===== src/rtl/txd_rr_arbiter.sv =====
// Round-robin arbiter sharing one byte transmitter among N_REQ sources.
// One byte per grant. A watchdog aborts a transfer whose transmitter never reports completion.
module txd_rr_arbiter #(
    parameter int N_REQ   = 4,
    parameter int DW      = 8,
    parameter int TIMEOUT = 50000
) (
    input  logic                iCLK,
    input  logic                iRST_n,
    input  logic [N_REQ-1:0]    iREQ_Start,
    input  logic [N_REQ*DW-1:0] iREQ_DATA,
    output logic [N_REQ-1:0]    oREQ_Grant,
    output logic [N_REQ-1:0]    oREQ_Done,
    output logic [DW-1:0]       oTXD_DATA,
    output logic                oTXD_Start,
    input  logic                iTXD_Done,
    output logic                oTimeout,
    output logic                oBusy
);

    localparam int TW = $clog2(TIMEOUT);
    localparam int PW = $clog2(N_REQ);
    localparam logic [TW-1:0] T_LAST = TW'(TIMEOUT - 1);
    localparam logic [PW-1:0] P_INIT = PW'(N_REQ - 1);

    typedef enum logic [1:0] {
        S_IDLE      = 2'd0,
        S_WAIT_DONE = 2'd1,
        S_RELEASE   = 2'd2
    } state_t;

    state_t            state_q, state_d;
    logic [N_REQ-1:0]  grant_q, grant_d;
    logic [N_REQ-1:0]  done_q, done_d;
    logic [N_REQ-1:0]  served_q, served_d;
    logic [DW-1:0]     data_q, data_d;
    logic              start_q, start_d;
    logic              timeout_q, timeout_d;
    logic [PW-1:0]     ptr_q, ptr_d;
    logic [TW-1:0]     timer_q, timer_d;

    logic [N_REQ-1:0]  elig;
    logic              pick_vld;
    logic [PW-1:0]     pick_idx;
    logic [DW-1:0]     req_byte [N_REQ];

    for (genvar gi = 0; gi < N_REQ; gi++) begin : g_byte
        assign req_byte[gi] = iREQ_DATA[gi*DW +: DW];
    end

    // A requester still holding Start after its Done must drop it before it is eligible again.
    assign elig = iREQ_Start & ~served_q;

    always_comb begin
        int idx;
        pick_vld = 1'b0;
        pick_idx = '0;
        idx      = 0;
        for (int k = 1; k <= N_REQ; k++) begin
            idx = (int'(ptr_q) + k) % N_REQ;
            if (!pick_vld && elig[PW'(idx)]) begin
                pick_vld = 1'b1;
                pick_idx = PW'(idx);
            end
        end
    end

    always_ff @(posedge iCLK or negedge iRST_n) begin
        if (!iRST_n) begin
            state_q   <= S_IDLE;
            grant_q   <= '0;
            done_q    <= '0;
            served_q  <= '0;
            data_q    <= '0;
            start_q   <= 1'b0;
            timeout_q <= 1'b0;
            ptr_q     <= P_INIT;
            timer_q   <= '0;
        end else begin
            state_q   <= state_d;
            grant_q   <= grant_d;
            done_q    <= done_d;
            served_q  <= served_d;
            data_q    <= data_d;
            start_q   <= start_d;
            timeout_q <= timeout_d;
            ptr_q     <= ptr_d;
            timer_q   <= timer_d;
        end
    end

    always_comb begin
        state_d = state_q;
        case (state_q)
            S_IDLE:      if (pick_vld) state_d = S_WAIT_DONE;
            S_WAIT_DONE: if (iTXD_Done || timer_q == T_LAST) state_d = S_RELEASE;
            S_RELEASE:   if (!iTXD_Done) state_d = S_IDLE;
            default:     state_d = S_IDLE;
        endcase
    end

    always_comb begin
        grant_d   = grant_q;
        done_d    = '0;
        data_d    = data_q;
        start_d   = start_q;
        timeout_d = 1'b0;
        ptr_d     = ptr_q;
        timer_d   = timer_q;
        case (state_q)
            S_IDLE: begin
                if (pick_vld) begin
                    grant_d = N_REQ'(1) << pick_idx;
                    data_d  = req_byte[pick_idx];
                    start_d = 1'b1;
                    ptr_d   = pick_idx;
                    timer_d = '0;
                end
            end
            S_WAIT_DONE: begin
                if (timer_q != T_LAST) timer_d = timer_q + 1'b1;
                // A completion arriving on the watchdog's last cycle wins over the abort.
                if (iTXD_Done || timer_q == T_LAST) begin
                    start_d   = 1'b0;
                    done_d    = grant_q;
                    timeout_d = !iTXD_Done;
                end
            end
            S_RELEASE: begin
                if (!iTXD_Done) grant_d = '0;
            end
            default: begin
                grant_d = '0;
                start_d = 1'b0;
            end
        endcase
        served_d = (served_q & iREQ_Start) | done_d;
    end

    assign oREQ_Grant = grant_q;
    assign oREQ_Done  = done_q;
    assign oTXD_DATA  = data_q;
    assign oTXD_Start = start_q;
    assign oTimeout   = timeout_q;
    assign oBusy      = (state_q != S_IDLE);

endmodule

===== config.mk =====
export PLATFORM = sky130hd
export DESIGN_NAME = txd_rr_arbiter
export DESIGN_NICKNAME = d
export VERILOG_FILES = /design/src/rtl/txd_rr_arbiter.sv
export SDC_FILE = /design/constraint.sdc
export NUM_CORES = 1
export LEC_CHECK = 0
export CORE_MARGIN = 2
export CORE_UTILIZATION = 52
export DETAILED_ROUTE_END_ITERATION = 10
export GPL_ROUTABILITY_DRIVEN = 0
export PLACE_DENSITY_LB_ADDON = 0.08
export SLEW_MARGIN = 20
export SYNTH_ARGS = -nofsm -noshare
export SYNTH_HDL_FRONTEND = slang
export SYNTH_SLANG_ARGS = --single-unit

===== constraint.sdc =====
create_clock -name iCLK -period 2.9 [get_ports iCLK]
set_input_delay 0.29 -clock iCLK [delete_from_list [all_inputs] [get_ports iCLK]]
set_output_delay 0.29 -clock iCLK [all_outputs]
set_load 0.03 [all_outputs]

==> out/results.ini <==
[yosys]
synth_mux_area_share_pct = 7.516
mappedNetlistArea_um2 = 2131
ys_seq_area_share_pct = 49.44
synth_xor_area_share_pct = 5.755
yosys_warnings = 0
yosys.cell_types.count = 43
avgSynthCellArea_um2 = 10.71
synth_fp_nets = 239
synth_compound_area_share_pct = 11.98
synth_top_family_by_area = simple AND/OR/NAND/NOR gates
synthAdderAreaFrac_pct = 0.5872
ys_seq_elements = 42
synth_simple_gate_area_share_pct = 21.02
synth_cells = 199

[drt]
drtIter0Drc = 101
postRouteAntennaNets = 0
wirelength_um = 4627
vias_per_cell = 5.587
firstDrtPassIters = 4
remaining_drc_errors = 0
num_vias = 1732
post_drt_wl_per_cell_um = 14.93

[timing]
timing.final.hold_violations = 0
period_needed_ns = 2.001
rsz0062_at_grt = no
relSlewSlack_pct = 38.96
setup_viol = 0
tightest_slew_ns = 0.9156
finalCritPeriodShare_pct = 69.02
holdWs_ns = 0.1352
final-max-slew-violation-count = 0
fmax_ghz = 0.4996
tns_ns = 0
clock_skew_ns = 0.005821

[worst_setup_path]
critPathMaxFanout = 8
cp_data_arrival_time_ns = 2.20
required_ns = 3.10
criticalPathCategory = flip-flop to flip-flop
r2r_cells = 5
end_kind = flip-flop
crit_path_start_kind = flip-flop

[placement]
dp_hpwl_um = 3497
io_buffers = 57
place_area_um2 = 2714

[clocking]
clk_pin_slew_worst_paths_ns = 0.07
hold_buffers = 0
post_cts_resized = 0
clock-root-buffer = clkbuf_8
cts_tree = done
clock_latency_ns = 0.29
cts_inserted_buffers = 5
cts_setup_buffers = 0
htree_num_levels = 2
clkSinkCount = 42
clockBufferDepth = 2

[power]
power_switching_uw = 954.5
p_sw_share_pct = 40.29
powerDensity_nw_per_um2 = 846.1
power_uw = 2369
power.leakage_uw = 0.001246
p_int_uw = 1415
p_clk_share_pct = 15.9
seq_power_share_pct = 36.2
comb_power_share_pct = 47.9
ir_worst_vdd_mv = 0.4118

[finish]
multi_input_comb_area_um2 = 998.5
layout-drive-gt1-share_pct = 7.692
final_cell_mix = clkdlybuf4s50_1, dfrtp_1, nand2_1
nNetsFinal = 300
layout.area.seq_um2 = 1054
n_fill_cell = 309
final_util_pct = 70.51
finish.instance_area_um2 = 2800
final_common_cell = clkdlybuf4s50_1
area_delta_synth_final_pct = 31.42
diodes = 0

[grt]
grt_max_degree = 43
grt_pass1_vias = 1771
antenna_found_initial = 0
grt_first_pass_wirelength_um = 7783
grt_usage_pct = 22.20
gr-total-overflow = 0

[die]
die_area_um2 = 4626
initial_core_util_pct = 53.65
io_pins = 58
die-height_um = 68.02
die_w_um = 68.02
rows = 23
core_area_um2 = 3971

[run]
maxCapViolCount = 0

[hold_path]
holdCritPathClass = input port to async pin

[status]
status = complete, no violations

==> path summary, 6_finish.rpt <==
check                                           start                        to  slack (ns)
worst max-delay path             ptr_q[1]$_DFFE_PN1P_  oTXD_DATA[5]$_DFFE_PN0P_        0.90
worst min-delay path                           iRST_n   timer_q[15]$_DFFE_PN0P_        0.14
worst max register to register   ptr_q[1]$_DFFE_PN1P_  oTXD_DATA[5]$_DFFE_PN0P_        0.90
worst min register to register  served_q[2]$_DFF_PN0_     served_q[2]$_DFF_PN0_        0.49
max in group asynchronous                      iRST_n    timer_q[4]$_DFFE_PN0P_        2.20
min in group iCLK               served_q[2]$_DFF_PN0_     served_q[2]$_DFF_PN0_        0.49
==> worst max-delay path: stages (launching register included) <==
cell and delay [ns]:
dfstp_2 0.60, and3b_1 0.19, o22ai_1 0.09, a221oi_1 0.45
nand2_1 0.32, o221ai_1 0.26
==> metal layers <==
layer / routed length, um / global-route usage (%) / vias up
met5: 0 / 0 / -
met2: 2242 / 37.38 / 55
met4: 35 / 5.750 / 0
met1: 2042 / 28.28 / 828
li1: - / - / 844
met3: 306 / 5.921 / 5
==> power groups by stage <==
stage	sequential, uW	clock [uW]	combinational [uW]
finish	857	378	1130
CTS	857	386	1140
floorplan	1010	0	653
global route	879	406	1240
detailed placement	868	0	1140
global placement	863	0	1120
==> sequential cells by signal, indices dropped and copies added (netlist names) <==
register / flops
oREQ_Done: 4
oTXD_DATA: 8
ptr_q: 2
timer_q: 16
oTXD_Start: 1
oTimeout: 1
oREQ_Grant: 4
state_q: 2
served_q: 4
==> final cells by class <==
| cell class | count | share of cell area, % |
|---|---|---|
| tap | 50 | 2.234 |
| inverter | 5 | 0.6702 |
| sequential | 42 | 37.62 |
| timing repair buffer | 59 | 20.73 |
| multi-input combinational | 147 | 35.66 |
| clock buffer | 7 | 3.083 |
==> cell families after synthesis <==
kind of cell | count (synthesis)
compound gates | 33
xor+xnor | 14
fa+ha+maj | 1
buf+inv | 10
flops | 42
mux | 16
simple gates | 83
==> through the flow <==
| stage | setup WS [ns] | cells |
|---|---|---|
| floorplan | 1.178 | 199 |
| global placement | 0.6819 | 303 |
| detailed placement | 0.6459 | 303 |
| CTS | 0.8770 | 310 |
| global route | 0.7240 | 310 |
| finish | 0.8985 | 310 |
==> Yosys cell counts (all sizes together) <==
library cell	n	share of area (%)
a21o	5	1.8
a21oi	5	1.2
a221o	1	0.53
a221oi	2	1.1
a32o	4	1.9
a41oi	1	0.41
and2	6	1.8
and2b	2	0.70
and3	4	1.2
and3b	1	0.41
buf	3	2.0
clkbuf	2	0.82
dfrtp	40	47
dfstp	2	2.5
ha	1	0.59
inv	5	0.88
mux2i	16	7.5
nand2	22	4.0
nand2b	2	0.59
nand3	4	0.94
nand3b	1	0.35
nand4	8	2.3
nor2	17	3.0
nor3	2	0.47
nor3b	3	1.1
nor4	2	0.59
nor4b	1	0.41
nor4bb	2	0.94
o21ai	5	1.2
o221ai	8	3.3
o22ai	2	0.59
or2	1	0.29
or2b	3	1.2
or3	1	0.29
or3b	1	0.41
xnor2	7	2.9
xor2	7	2.9
No activity file was read; power rests on OpenSTA's default activity.
